[config.mk]
export PLATFORM = sky130hd
export DESIGN_NAME = mem_initiator16b_flat
export DESIGN_NICKNAME = d
export VERILOG_FILES = /design/src/rtl/memi_pkg.sv /design/src/rtl/mem_initiator16b_if.sv /design/src/rtl/memi_rdbuf.sv /design/src/rtl/mem_initiator16b.sv /design/src/flat_wrapper.sv
export SDC_FILE = /design/constraint.sdc
export NUM_CORES = 1
export LEC_CHECK = 0
export BUFFER_PORTS_ARGS = -buffer_cell sky130_fd_sc_hd__buf_2
export CAP_MARGIN = 30
export CORE_AREA = 5 5 99 111
export CTS_CLUSTER_SIZE = 28
export DETAILED_ROUTE_END_ITERATION = 6
export DIE_AREA = 0 0 104 116
export PLACE_DENSITY = 0.73
export REMOVE_ABC_BUFFERS = 1
export SLEW_MARGIN = 20
export SYNTH_ARGS = -nofsm -noshare
export SYNTH_HDL_FRONTEND = slang
export SYNTH_SLANG_ARGS = --single-unit
export TNS_END_PERCENT = 1
[constraint.sdc]
create_clock -name clk -period 3.47 [get_ports clk]
set_input_delay 0.5205 -clock clk [delete_from_list [all_inputs] [get_ports clk]]
set_output_delay 0.5205 -clock clk [all_outputs]
set_load 0.005 [all_outputs]
[src/rtl/memi_pkg.sv]
// rtl/memi_pkg.sv - shared types and constants for the mem_initiator16b burst initiator
// Contents: state enum, ADDR_W/DATA_W defaults, read-buffer depth, read latency.
// Option: MEMI_RDBUF_EN selects a 4-deep read buffer (1 word/cycle reads);
// undefined gives a 1-deep buffer with a single read in flight.
package memi_pkg;

    localparam int ADDR_W = 16;
    localparam int DATA_W = 16;

`ifdef MEMI_RDBUF_EN
    localparam int RD_BUF_DEPTH = 4;
`else
    localparam int RD_BUF_DEPTH = 1;
`endif

    // Cycles from a read appearing on the pins to the buffer capturing it.
    localparam int RD_LAT = 2;

    // Occupancy count must be able to represent a completely full buffer.
    localparam int CNT_W = $clog2(RD_BUF_DEPTH + 1);

    typedef enum logic [2:0] {
        S_IDLE,
        S_WRITE,
        S_READ,
        S_DRAIN,
        S_DONE
    } state_t;

endpackage

[src/rtl/mem_initiator16b_if.sv]
// rtl/mem_initiator16b_if.sv - command, data-stream, status and memory-pin bundle
// master: client side (drives command, write stream, rd_ready, memory data_out).
// slave:  initiator side (drives ready/valid responses, status, memory pins).
interface mem_initiator16b_if;
    import memi_pkg::*;

    logic              cmd_valid;
    logic              cmd_ready;
    logic              cmd_write;
    logic [ADDR_W-1:0] cmd_addr;
    logic [ADDR_W-1:0] cmd_len;
    logic              wr_valid;
    logic              wr_ready;
    logic [DATA_W-1:0] wr_data;
    logic              rd_valid;
    logic              rd_ready;
    logic [DATA_W-1:0] rd_data;
    logic              busy;
    logic              done;
    logic              mem_rw;
    logic [ADDR_W-1:0] mem_add;
    logic [DATA_W-1:0] mem_data_in;
    logic [DATA_W-1:0] mem_data_out;

    modport slave (
        input  cmd_valid, cmd_write, cmd_addr, cmd_len, wr_valid, wr_data,
               rd_ready, mem_data_out,
        output cmd_ready, wr_ready, rd_valid, rd_data, busy, done,
               mem_rw, mem_add, mem_data_in
    );

    modport master (
        output cmd_valid, cmd_write, cmd_addr, cmd_len, wr_valid, wr_data,
               rd_ready, mem_data_out,
        input  cmd_ready, wr_ready, rd_valid, rd_data, busy, done,
               mem_rw, mem_add, mem_data_in
    );

endinterface

[src/rtl/memi_rdbuf.sv]
// rtl/memi_rdbuf.sv - read-data FIFO of RD_BUF_DEPTH words with valid/ready pop
// Ports: clk, rst_n (async active-low), push_i/push_data_i (write side),
// pop_valid_o/pop_ready_i/pop_data_o (read stream), count_o (occupancy).
module memi_rdbuf
    import memi_pkg::*;
(
    input  logic              clk,
    input  logic              rst_n,
    input  logic              push_i,
    input  logic [DATA_W-1:0] push_data_i,
    output logic              pop_valid_o,
    input  logic              pop_ready_i,
    output logic [DATA_W-1:0] pop_data_o,
    output logic [CNT_W-1:0]  count_o
);
    localparam int PTR_W = (RD_BUF_DEPTH > 1) ? $clog2(RD_BUF_DEPTH) : 1;
    localparam logic [PTR_W-1:0] LAST_PTR = PTR_W'(RD_BUF_DEPTH - 1);

    // Sized to the pointer range so every pointer value indexes a real entry.
    logic [DATA_W-1:0] buf_q [2**PTR_W];
    logic [PTR_W-1:0]  wr_ptr_q, rd_ptr_q;
    logic [CNT_W-1:0]  count_q, count_d;
    logic              pop;

    function automatic logic [PTR_W-1:0] ptr_inc(input logic [PTR_W-1:0] p);
        return (p == LAST_PTR) ? '0 : p + PTR_W'(1);
    endfunction

    assign pop_valid_o = (count_q != '0);
    assign pop_data_o  = buf_q[rd_ptr_q];
    assign count_o     = count_q;
    assign pop         = pop_valid_o && pop_ready_i;

    always_comb begin
        count_d = count_q;
        if (push_i && !pop) begin
            count_d = count_q + CNT_W'(1);
        end else if (!push_i && pop) begin
            count_d = count_q - CNT_W'(1);
        end
    end

    always_ff @(posedge clk or negedge rst_n) begin
        if (!rst_n) begin
            for (int i = 0; i < 2**PTR_W; i++) begin
                buf_q[i] <= '0;
            end
            wr_ptr_q <= '0;
            rd_ptr_q <= '0;
            count_q  <= '0;
        end else begin
            if (push_i) begin
                buf_q[wr_ptr_q] <= push_data_i;
                wr_ptr_q        <= ptr_inc(wr_ptr_q);
            end
            if (pop) begin
                rd_ptr_q <= ptr_inc(rd_ptr_q);
            end
            count_q <= count_d;
        end
    end

endmodule

[src/rtl/mem_initiator16b.sv]
// rtl/mem_initiator16b.sv - burst initiator driving a 16-bit single-port memory
// Ports: clk, rst_n (async active-low), bus (mem_initiator16b_if.slave) carrying
// the command port, write stream, read stream, busy/done and the memory pins.
// Option: MEMI_RDBUF_EN (read-buffer depth, see memi_pkg).
module mem_initiator16b
    import memi_pkg::*;
(
    input  logic              clk,
    input  logic              rst_n,
    mem_initiator16b_if.slave bus
);
    localparam int CRED_W = CNT_W + 2;

    state_t            state_q, state_d;
    logic              alive_q;
    logic [ADDR_W-1:0] addr_q, addr_d;
    logic [ADDR_W:0]   beats_q, beats_d;
    logic              mem_rw_q, mem_rw_d;
    logic [ADDR_W-1:0] mem_add_q, mem_add_d;
    logic [DATA_W-1:0] mem_data_in_q, mem_data_in_d;
    logic [RD_LAT-1:0] tag_q, tag_d;
    logic              issue;
    logic              last_beat;
    logic              rb_valid, rb_pop;
    logic [DATA_W-1:0] rb_data;
    logic [CNT_W-1:0]  rb_count;
    logic [CRED_W-1:0] in_flight, committed;
    logic              credit_ok;

    // The oldest tag bit lines up with the cycle in which mem_data_out holds
    // the word of a read we issued.
    memi_rdbuf u_rdbuf (
        .clk         (clk),
        .rst_n       (rst_n),
        .push_i      (tag_q[RD_LAT-1]),
        .push_data_i (bus.mem_data_out),
        .pop_valid_o (rb_valid),
        .pop_ready_i (bus.rd_ready),
        .pop_data_o  (rb_data),
        .count_o     (rb_count)
    );

    assign rb_pop    = rb_valid && bus.rd_ready;
    assign last_beat = (beats_q == (ADDR_W+1)'(1));

    // A word popped this cycle frees its slot for a read issued this cycle,
    // which is what gives the 1-deep build its 3-cycle read cadence.
    always_comb begin
        in_flight = '0;
        for (int i = 0; i < RD_LAT; i++) begin
            in_flight = in_flight + CRED_W'(tag_q[i]);
        end
        committed = in_flight + CRED_W'(rb_count) - CRED_W'(rb_pop);
        credit_ok = (committed < CRED_W'(RD_BUF_DEPTH));
    end

    always_comb begin
        state_d       = state_q;
        addr_d        = addr_q;
        beats_d       = beats_q;
        mem_rw_d      = 1'b1;
        mem_add_d     = mem_add_q;
        mem_data_in_d = mem_data_in_q;
        issue         = 1'b0;
        case (state_q)
            S_IDLE: begin
                if (bus.cmd_valid && alive_q) begin
                    addr_d  = bus.cmd_addr;
                    beats_d = {1'b0, bus.cmd_len} + (ADDR_W+1)'(1);
                    state_d = bus.cmd_write ? S_WRITE : S_READ;
                end
            end
            S_WRITE: begin
                if (bus.wr_valid) begin
                    mem_rw_d      = 1'b0;
                    mem_add_d     = addr_q;
                    mem_data_in_d = bus.wr_data;
                    addr_d        = addr_q + ADDR_W'(1);
                    beats_d       = beats_q - (ADDR_W+1)'(1);
                    if (last_beat) begin
                        state_d = S_DONE;
                    end
                end
            end
            S_READ: begin
                if (credit_ok) begin
                    issue     = 1'b1;
                    mem_add_d = addr_q;
                    addr_d    = addr_q + ADDR_W'(1);
                    beats_d   = beats_q - (ADDR_W+1)'(1);
                    if (last_beat) begin
                        state_d = S_DRAIN;
                    end
                end
            end
            S_DRAIN: begin
                // Leave as the final word is handed over, not a cycle later.
                if ((tag_q == '0) && (rb_count == CNT_W'(rb_pop))) begin
                    state_d = S_DONE;
                end
            end
            S_DONE: begin
                state_d = S_IDLE;
            end
            default: begin
                state_d = S_IDLE;
            end
        endcase
        tag_d = {tag_q[RD_LAT-2:0], issue};
    end

    always_ff @(posedge clk or negedge rst_n) begin
        if (!rst_n) begin
            state_q       <= S_IDLE;
            alive_q       <= 1'b0;
            addr_q        <= '0;
            beats_q       <= '0;
            mem_rw_q      <= 1'b1;
            mem_add_q     <= '0;
            mem_data_in_q <= '0;
            tag_q         <= '0;
        end else begin
            state_q       <= state_d;
            alive_q       <= 1'b1;
            addr_q        <= addr_d;
            beats_q       <= beats_d;
            mem_rw_q      <= mem_rw_d;
            mem_add_q     <= mem_add_d;
            mem_data_in_q <= mem_data_in_d;
            tag_q         <= tag_d;
        end
    end

    assign bus.cmd_ready   = alive_q && (state_q == S_IDLE);
    assign bus.wr_ready    = (state_q == S_WRITE);
    assign bus.rd_valid    = rb_valid;
    assign bus.rd_data     = rb_data;
    assign bus.busy        = (state_q != S_IDLE);
    assign bus.done        = (state_q == S_DONE);
    assign bus.mem_rw      = mem_rw_q;
    assign bus.mem_add     = mem_add_q;
    assign bus.mem_data_in = mem_data_in_q;

endmodule

[src/flat_wrapper.sv]
// flat-port wrapper written by rule: the top's interface ports become plain ports
module mem_initiator16b_flat import memi_pkg::*;
  (clk, rst_n, bus_cmd_valid, bus_cmd_write, bus_cmd_addr, bus_cmd_len, bus_wr_valid, bus_wr_data, bus_rd_ready, bus_mem_data_out, bus_cmd_ready, bus_wr_ready, bus_rd_valid, bus_rd_data, bus_busy, bus_done, bus_mem_rw, bus_mem_add, bus_mem_data_in);
  mem_initiator16b_if bus_i ();
  input  logic clk;
  input  logic rst_n;
  input wire logic [$bits(bus_i.cmd_valid)-1:0] bus_cmd_valid;
  input wire logic [$bits(bus_i.cmd_write)-1:0] bus_cmd_write;
  input wire logic [$bits(bus_i.cmd_addr)-1:0] bus_cmd_addr;
  input wire logic [$bits(bus_i.cmd_len)-1:0] bus_cmd_len;
  input wire logic [$bits(bus_i.wr_valid)-1:0] bus_wr_valid;
  input wire logic [$bits(bus_i.wr_data)-1:0] bus_wr_data;
  input wire logic [$bits(bus_i.rd_ready)-1:0] bus_rd_ready;
  input wire logic [$bits(bus_i.mem_data_out)-1:0] bus_mem_data_out;
  output wire logic [$bits(bus_i.cmd_ready)-1:0] bus_cmd_ready;
  output wire logic [$bits(bus_i.wr_ready)-1:0] bus_wr_ready;
  output wire logic [$bits(bus_i.rd_valid)-1:0] bus_rd_valid;
  output wire logic [$bits(bus_i.rd_data)-1:0] bus_rd_data;
  output wire logic [$bits(bus_i.busy)-1:0] bus_busy;
  output wire logic [$bits(bus_i.done)-1:0] bus_done;
  output wire logic [$bits(bus_i.mem_rw)-1:0] bus_mem_rw;
  output wire logic [$bits(bus_i.mem_add)-1:0] bus_mem_add;
  output wire logic [$bits(bus_i.mem_data_in)-1:0] bus_mem_data_in;
  assign bus_i.cmd_valid = bus_cmd_valid;
  assign bus_i.cmd_write = bus_cmd_write;
  assign bus_i.cmd_addr = bus_cmd_addr;
  assign bus_i.cmd_len = bus_cmd_len;
  assign bus_i.wr_valid = bus_wr_valid;
  assign bus_i.wr_data = bus_wr_data;
  assign bus_i.rd_ready = bus_rd_ready;
  assign bus_i.mem_data_out = bus_mem_data_out;
  assign bus_cmd_ready = bus_i.cmd_ready;
  assign bus_wr_ready = bus_i.wr_ready;
  assign bus_rd_valid = bus_i.rd_valid;
  assign bus_rd_data = bus_i.rd_data;
  assign bus_busy = bus_i.busy;
  assign bus_done = bus_i.done;
  assign bus_mem_rw = bus_i.mem_rw;
  assign bus_mem_add = bus_i.mem_add;
  assign bus_mem_data_in = bus_i.mem_data_in;
  mem_initiator16b u_core (.clk(clk), .rst_n(rst_n), .bus(bus_i));
endmodule
# --- After elaboration in Yosys (flattened, before gate mapping) ---
# Index checks and enable logic that the tools add are counted.
op_classes:
  n_bitwise: 2
  n_reduce_logical: 19
  n_addsub: 10
  n_mux: 33
  order_cmp: 4
  n_eq_ne: 12
ops:
  columns: ["cell", "n"]
  rows:
  - ["two-way mux 16 bit", 9]
  - ["two-way mux 17 bit", 3]
  - ["case mux 17 bit (3 select lines)", 1]
  - ["case mux 16 bit (3 select lines)", 1]
  - ["bitwise mux 32 bit", 1]
  - ["case mux 16 bit (2 select lines)", 1]
  - ["two-way mux 3 bit", 6]
  - ["adder 16 x 1 -> 17 bit (second input constant)", 1]
  - ["== test 17 x 1 -> 1 bit (second input constant)", 1]
  - ["subtractor 17 x 1 -> 17 bit (second input constant)", 1]
  - ["adder 16 x 1 -> 16 bit (second input constant)", 1]
  - ["demux 16 bit (select 1 bit)", 1]
  - ["case mux 3 bit (4 select lines)", 1]
  - ["!= test 2 x 1 -> 1 bit (second input constant)", 5]
  - ["two-way mux 1 bit", 8]
  - ["logical AND 1 bit", 7]
  - ["== test 3 x 2 -> 1 bit (second input constant)", 2]
  - ["AND reduction 6 bit", 1]
  - ["nonzero test 3 bit", 2]
  - ["greater-or-equal comparator 2 bit (second input constant)", 2]
  - ["NOT 1 -> 2 bit", 2]
  - ["AND reduction 4 bit", 1]
  - ["nonzero test 2 bit", 2]
  - ["adder 1 bit (second input constant)", 3]
  - ["16 further kinds", 17]
word_totals:
  wordCells: 93
  ff_bits: 107

# --- Depth between registers and ports, before layout ---
# Gate-level depths: netlist (run 1).
logic_depth:
  ltp_word: 6
  mapped_depth: 15
  ltp_nobuf: 12

# --- Hierarchy ---
# A second synthesis (run 1) with hierarchy kept.
hier_totals:
  hier_cells: 452
  hier_area_um2: 4667.0
by_module_without_submodules:
  columns: ["module", "seq_area_each_um2", "area_per_inst_um2", "instances", "cells_per_inst"]
  rows:
  - ["mem_initiator16b", 1803.0, 3973.8, 1, 414]
  - ["memi_rdbuf", 425.4, 693.2, 1, 38]

# --- Least setup slack after synthesis (run 1) ---
# OpenSTA, ideal clock, no wires.
synth_timing:
  kind: "register to register"
  startpoint: "register u_core.tag_q[1]"
  endpoint: "register u_core.mem_add_q[10] (netlist: u_core.bus.mem_add[10])"
  stages_incl_launch_ff: 16
  setup_ns: 0.125
  period_less_slack_ns: 3.584
  t_required_ns: 3.345
  arrival_ns: 3.460
  path_buffers: 3
  setup_slack_ns: -0.114
  cell_sequence: "dfrtp_1 -> clkbuf_1 -> clkbuf_1 -> inv_1 -> ha_1 -> inv_1 -> ha_1 -> inv_1 -> ha_1 -> nor4b_1 -> mux2i_1 -> nor2_1 -> a21oi_1 -> nor2_2 -> buf_2 -> mux2_2"
synth_via:
  elab_chain_len: 6
synth_lines:
  columns: ["item", "line", "rtl"]
  rows:
  - ["start: declaration", "mem_initiator16b.sv:21", "logic [RD_LAT-1:0] tag_q, tag_d;"]
  - ["start signal: assignment", "mem_initiator16b.sv:130", "tag_q <= tag_d;"]
  - ["adder 1 x 1 -> 2 bit", "mem_initiator16b.sv:51", "in_flight = in_flight + CRED_W'(tag_q[i]);"]
  - ["adder 3 x 1 -> 3 bit", "mem_initiator16b.sv:53", "committed = in_flight + CRED_W'(rb_count) - CRED_W'(rb_pop);"]
  - ["subtractor 3 x 1 -> 3 bit", "mem_initiator16b.sv:53", null]
  - ["less-than comparator 3 x 1 -> 1 bit", "mem_initiator16b.sv:54", "credit_ok = (committed < CRED_W'(RD_BUF_DEPTH));"]
  - ["!= test 2 x 1 -> 1 bit (no line)", null, null]
  - ["AND reduction 3 bit (no line)", null, null]
  - ["end signal: assignment", "mem_initiator16b.sv:128", "mem_add_q <= mem_add_d;"]
  - ["end: declaration", "mem_initiator16b.sv:19", "logic [ADDR_W-1:0] mem_add_q, mem_add_d;"]
# No other way between the ends.
# A chain may end at the register's enable or synchronous reset.

# --- Worst setup path after layout (run 1) ---
layout_timing:
  startpoint: "register u_core.tag_q[0]"
  endpoint: "register u_core.mem_add_q[0] (netlist: u_core.bus.mem_add[0])"
# Same word-level chain as after synthesis.

==> impl_metrics.py, run 1 <==
metrics = {
    "logic_synthesis": {
        "synthTopCellsByCount": "dfrtp_1 (88), mux2_2 (49), a21oi_1 (40)",
        "ys_seq_area_share_pct": 49.0,
        "synth.top_cells.by_area": "dfrtp_1 (48%), mux2_2 (12%), a21oi_1 (4.4%), o21ai_0 (3.0%), nor2_1 (2.9%)",
        "synth_top_cell_area_share_pct": 48.5,
        "synth_most_common_cell": "dfrtp_1",
        "async_reset_ff_share_pct": 100,
        "synth-edff-count": 0,
        "postSynthAreaPerCell_um2": 10.1,
        "yosysTopAreaCell": "dfrtp_1",
        "synth_flop_cell": "dfrtp_1",
        "ys_types": 51,
        "syn_area_mm2": 0.00454,
        "synthCells": 448,
        "yosysWarnings": 0,
        "ys_seq_elements": 89,
    },
    "floorplan": {
        "start_util_pct": 46.8,
        "rows": 38,
        "dieArea_mm2": 0.0121,
        "ios": 124,
        "fp.dieW_um": 104,
        "die_h_um": 116,
        "core_mm2": 0.00970,
    },
    "critical_path": {
        "cp.arrival_ps": 3240,
        "critPathLaunchType": "flop",
        "critPathRequiredTime_ps": 3710,
        "path_class": "flop to flop",
        "cp-end-kind": "flop",
        "cp_max_fo": 16,
    },
    "route": {
        "dr_wl_met3_um": 542,
        "wl_mm": 10.5,
        "ant_nets": 0,
        "drt_first_pass_iters": 4,
        "wl_per_cell_um": 15.2,
        "vias": 3804,
        "wl_met1_mm": 4.53,
        "wl_met2_mm": 5.38,
        "viasPerCell": 5.47,
        "remaining_drc_errors": 0,
        "top_layer": "met4",
        "drt_iter0_drc": 140,
    },
    "power_and_ir_drop": {
        "power.density_mw_per_mm2": 961,
        "cellLeakagePower_nw": 2.49,
        "ir_worst_vdd_v": 0.000420,
    },
    "global_routing": {
        "grt_first_pass_wirelength_mm": 17.8,
        "antenna_found_initial": 0,
        "track_usage_pct": 17.7,
        "grt.overflow.total": 0,
        "grt_pass1_vias": 3904,
        "grt_max_degree": 46,
    },
    "timing": {
        "tns_ps": 0,
        "rsz0062_at_grt": "false",
        "max_clock_freq_ghz": 0.334,
        "fin_crit_sh_pct": 86.2,
        "skew_ps": 10.8,
        "whs_ps": 391,
        "hold_violations": 0,
        "slew_headroom_pct": 58.6,
        "report.final.setup_viol": 0,
        "min_period_ps": 2990,
        "tightest_slew_ps": 620,
        "maxSlewViolCount": 0,
    },
    "clocking": {
        "clk_latency_ps": 360,
        "cts_tree": "yes",
        "htreeDepth": 3,
        "cts_buffers": 9,
        "clk_pin_slew_ps": 100,
        "cts.sink_count": 89,
        "cts_max_path_buffers": 2,
        "ctsRootBufferMaster": "clkbuf_8",
        "cts_resized": 0,
    },
    "status": {
        "outcome": "completed",
    },
    "placed_design": {
        "dp_hpwl_mm": 7.78,
        "dpl.cell_count": 678,
        "gp_congestion": 0.853,
        "port_buffers": 123,
    },
    "run": {
        "drv_cap": 0,
    },
    "finish": {
        "final_cells": 695,
        "antenna_cells": 0,
        "nFillCells": 901,
        "syn2layout_area_growth_pct": 21.5,
        "drive_gt1_share_pct": 36.2,
        "nets": 649,
    },
    "min_path": {
        "hold_class": "input pin to flop",
    },
}
## critical path, cell delays in order (launching register included)
cell and delay (ps):
dfrtp_1 400, inv_1 60, ha_1 260, inv_1 40, ha_1 260, inv_1 40
ha_1 280, nor4b_1 430, mux2i_1 220, nor2_1 130, a21oi_1 60, nor2_2 90
buf_4 250, mux2_2 360
## through the flow
| stage | cell area (µm²) | util (%) | total power [mW] | setup slack [ps] |
|---|---|---|---|---|
| 5_1_grt | 5520 | 56.9 | 5.79 | 227 |
| 2_1_floorplan | 4450 | - | 3.66 | -297 |
| 3_3_place_gp | 5310 | 54.7 | 4.51 | 561 |
| 3_5_place_dp | 5310 | 54.7 | 4.62 | 490 |
| 6_report | 5520 | 56.9 | 5.30 | 478 |
| 4_1_cts | 5520 | 56.9 | 5.36 | 478 |
## cells by family after synthesis
group / synth area share [%]
xor+xnor: 3.08
buf+inv: 2.92
other cells: 0.0825
simple gates: 15.6
mux: 12.6
flops: 49.0
fa+ha+maj: 2.48
compound gates: 14.2
## power breakdown
part           switching [mW]  leakage [nW]  internal (mW)
registers               0.401          1.05           1.55
clock network           0.393         0.100          0.340
logic                    1.38          1.35           1.24
## final cells by class
| type | instances | area [µm²] | area share, % |
|---|---|---|---|
| clock buffer | 9 | 124 | 2.24 |
| clock inverter | 7 | 77.6 | 1.41 |
| inverter | 11 | 41.3 | 0.748 |
| multi-input combinational | 325 | 2190 | 39.8 |
| sequential | 89 | 2230 | 40.4 |
| tap | 120 | 150 | 2.72 |
| timing repair buffer | 134 | 703 | 12.7 |
## cell usage in the layout, fill, tap and decap left out, drive strengths merged, types with 9 or more instances in the layout
cell    Yosys  layout
xnor2       9       9
mux2       49      49
clkbuf     16       9
nand3      21      21
nand2      34      34
dfrtp      88      88
o21ai      28      28
o22ai      10      10
a21oi      40      40
nor3       12      12
ha          9       9
nor2       36      36
buf         7     133
inv        11      13
## state kept, by name, indices dropped and copies added, names as in the netlist
name,flops
u_core.beats_q,17
u_core.state_q,3
u_core.tag_q,2
u_core.u_rdbuf.count_o,1
u_core.alive_q,1
u_core.bus.mem_rw,1
u_core.bus.mem_data_in,16
u_core.bus.mem_add,16
u_core.u_rdbuf.buf_q,16
u_core.addr_q,16
## layer usage
metal | vias up | global-route usage (%)
met3 | 6 | 4.12
met4 | 0 | 5.27
met1 | 1847 | 21.8
met5 | - | 0
li1 | 1853 | -
met2 | 98 | 31.3
## final timing paths
check	start	slack [ps]	end	cells past startpoint
hold / removal	bus_mem_data_out[0]	390	u_core.u_rdbuf.buf_q[16]$_DFFE_PN0P_	2
setup reg to reg	u_core.tag_q[0]$_DFF_PN0_	480	u_core.bus.mem_add[0]$_DFFE_PN0P_	13
min in group asynchronous	rst_n	480	u_core.bus.mem_add[8]$_DFFE_PN0P_	2
hold reg to reg	u_core.tag_q[0]$_DFF_PN0_	450	u_core.tag_q[1]$_DFF_PN0_	0
setup / recovery	u_core.tag_q[0]$_DFF_PN0_	480	u_core.bus.mem_add[0]$_DFFE_PN0P_	13
max in group asynchronous	rst_n	2260	u_core.state_q[0]$_DFFE_PN0P_	3
## what timing repair did
item,CTS,global route
hold endpoints to repair,2,0
buffers inserted,0,0
endpoints found under the setup margin,0,0
hold buffers,1,0
Power figures use the tool's default switching activity.
==> inputs of run 2 (changes only) <==
Settings changed: BUFFER_PORTS_ARGS -buffer_cell sky130_fd_sc_hd__buf_2 to default, CORE_AREA 5 5 99 111 to 5 5 92 102, DIE_AREA 0 0 104 116 to 0 0 97 107, DONT_BUFFER_PORTS from default to 1, HOLD_SLACK_MARGIN from default to 0.03, PLACE_DENSITY 0.73 to 0.71, TNS_END_PERCENT 1 to default.
==> impl_metrics.py, run 2 (synthesized netlist as in run 1, its figures left out) <==
metrics = {
    "power_and_ir_drop": {
        "p_switching_mw": 2.09,
        "power.density_mw_per_mm2": 1030,
        "cellLeakagePower_nw": 1.99,
        "swShare_pct": 41.2,
        "finalPower_mw": 5.06,
        "seqPwrFrac_pct": 40.5,
        "p_int_mw": 2.97,
        "p_comb_share_pct": 44.2,
        "clkPwrFrac_pct": 15.4,
        "ir_worst_vdd_v": 0.000611,
    },
    "global_routing": {
        "grt_max_degree": 90,
        "antenna_found_initial": 0,
        "grt.overflow.total": 0,
        "grt_first_pass_wirelength_mm": 16.7,
        "track_usage_pct": 19.4,
        "grt_pass1_vias": 3408,
    },
    "route": {
        "drt_first_pass_iters": 4,
        "viasPerCell": 6.05,
        "ant_nets": 0,
        "wl_mm": 9.77,
        "drt_iter0_drc": 188,
        "vias": 3388,
        "remaining_drc_errors": 0,
        "wl_per_cell_um": 17.5,
    },
    "finish": {
        "nets": 523,
        "final_common_cell": "dfrtp_1",
        "largest_reg_flops": 17,
        "drive_gt1_share_pct": 18.3,
        "final_cell_mix": "dfrtp_1 (88), mux2_2 (49), a21oi_1 (40)",
        "largest_register": "u_core.beats_q",
        "syn2layout_area_growth_pct": 7.88,
        "final_cells": 560,
        "antenna_cells": 0,
    },
    "timing": {
        "tightest_slew_ps": 731,
        "maxSlewViolCount": 0,
        "hold_violations": 0,
        "skew_ps": 13.1,
        "slew_headroom_pct": 51.2,
        "max_clock_freq_ghz": 0.340,
        "report.final.setup_viol": 0,
        "fin_crit_sh_pct": 84.6,
        "min_period_ps": 2940,
        "rsz0062_at_grt": "false",
    },
    "critical_path": {
        "critPathRequiredTime_ps": 3710,
        "crit_path_top_delay_cell": "dfrtp_1",
        "cpPeakStageDelay_ps": 390,
        "cp_num_buf_inv": 4,
        "critPathTopFamily": "adder cells",
        "cp_max_fo": 16,
        "critPathLaunchType": "flop",
        "crit_chain": "inv_1 -> ha_1 -> inv_1 -> ha_1 -> inv_1 -> ha_1 -> nor4b_1 -> mux2i_1 -> nor2_1 -> a21oi_1 -> nor2_2 -> buf_4 -> mux2_2",
        "cp.arrival_ps": 3180,
        "cp-end-kind": "flop",
        "path_class": "flop to flop",
    },
    "floorplan": {
        "core_mm2": 0.00828,
        "die_h_um": 107,
        "start_util_pct": 54.9,
        "ios": 124,
        "fp.dieW_um": 97,
        "dieArea_mm2": 0.0104,
        "rows": 35,
    },
    "clocking": {
        "hold_buffers": 1,
        "clk_latency_ps": 350,
        "cts_max_path_buffers": 2,
        "cts_tree": "yes",
        "cts_buffers": 9,
        "htreeDepth": 3,
        "clk_pin_slew_ps": 90,
        "postCtsSetupRepairBufs": 0,
        "ctsRootBufferMaster": "clkbuf_8",
        "cts.sink_count": 89,
        "cts_resized": 0,
    },
    "placed_design": {
        "dpl.cell_count": 543,
        "dp_hpwl_mm": 6.83,
        "gp_congestion": 0.816,
        "port_buffers": 0,
    },
    "status": {
        "outcome": "completed",
    },
    "min_path": {
        "hold_class": "input pin to async pin",
    },
    "run": {
        "drv_cap": 0,
    },
}
## run 2: changes by cell type in the layout (fill, tap and decap cells not counted)
cell           previous run  this run
bufinv_16                 1         2
buf_16                    0         1
inv_6                     2         1
clkbuf_1                  0         1
buf_2                   122         0
clkinv_4                  2         0
clkinvlp_4                1         3
buf_4                    11         7
clkinv_2                  1         0
dlygate4sd3_1             1         0
## run 2: worst paths after layout
kind                       cells past startpoint                              endpoint                      start  slack, ps
max reg2reg                                   13     u_core.bus.mem_add[7]$_DFFE_PN0P_  u_core.tag_q[0]$_DFF_PN0_        530
min in group clk                               1  u_core.u_rdbuf.buf_q[27]$_DFFE_PN0P_       bus_mem_data_out[11]        320
max in group asynchronous                      1           u_core.bus.mem_rw$_DFF_PN1_                      rst_n       3010
max                                           13     u_core.bus.mem_add[7]$_DFFE_PN0P_  u_core.tag_q[0]$_DFF_PN0_        530
min                                            1     u_core.bus.mem_add[9]$_DFFE_PN0P_                      rst_n         70
min reg2reg                                    0             u_core.tag_q[1]$_DFF_PN0_  u_core.tag_q[0]$_DFF_PN0_        430
## run 2: power groups by stage
stage / combinational [mW] / sequential, mW / clock, mW
after CTS: 2.26 / 2.05 / 0.806
after detailed placement: 2.23 / 2.06 / 0
after global routing: 2.53 / 2.13 / 0.856
final: 2.23 / 2.05 / 0.777
after floorplan: 1.73 / 1.94 / 0
after global placement: 2.13 / 2.05 / 0
## run 2: final cells by class
| cell class | count | area [µm²] |
|---|---|---|
| clock buffer | 10 | 128 |
| clock inverter | 6 | 91.3 |
| fill | 712 | 3380 |
| inverter | 11 | 41.3 |
| multi-input combinational | 325 | 2190 |
| sequential | 89 | 2230 |
| tap | 111 | 139 |
| timing repair buffer | 8 | 80.1 |
## run 2: stage by stage
stage / util, % / setup slack (ps) / area [µm²] / hold slack (ps) / TNS (ps)
6_report: 59.2 / 533 / 4900 / 66.1 / 0
3_3_place_gp: 56.2 / 648 / 4650 / 228 / 0
3_5_place_dp: 56.2 / 558 / 4650 / 227 / 0
5_1_grt: 59.2 / 317 / 4900 / 74.0 / 0
4_1_cts: 59.2 / 554 / 4900 / 71.1 / 0
2_1_floorplan: - / -297 / 4450 / 225 / -4420
## run 2: layer usage
layer / wire (µm) / part of all wire (%) / global-route usage [%] / vias to the layer above
met3: 777 / 8.0 / 7.22 / 9
met2: 4670 / 48 / 30.8 / 123
met1: 4220 / 43 / 25.2 / 1651
met4: 101 / 1.0 / 4.91 / 0
met5: 0 / 0 / 0 / -
li1: - / - / - / 1605
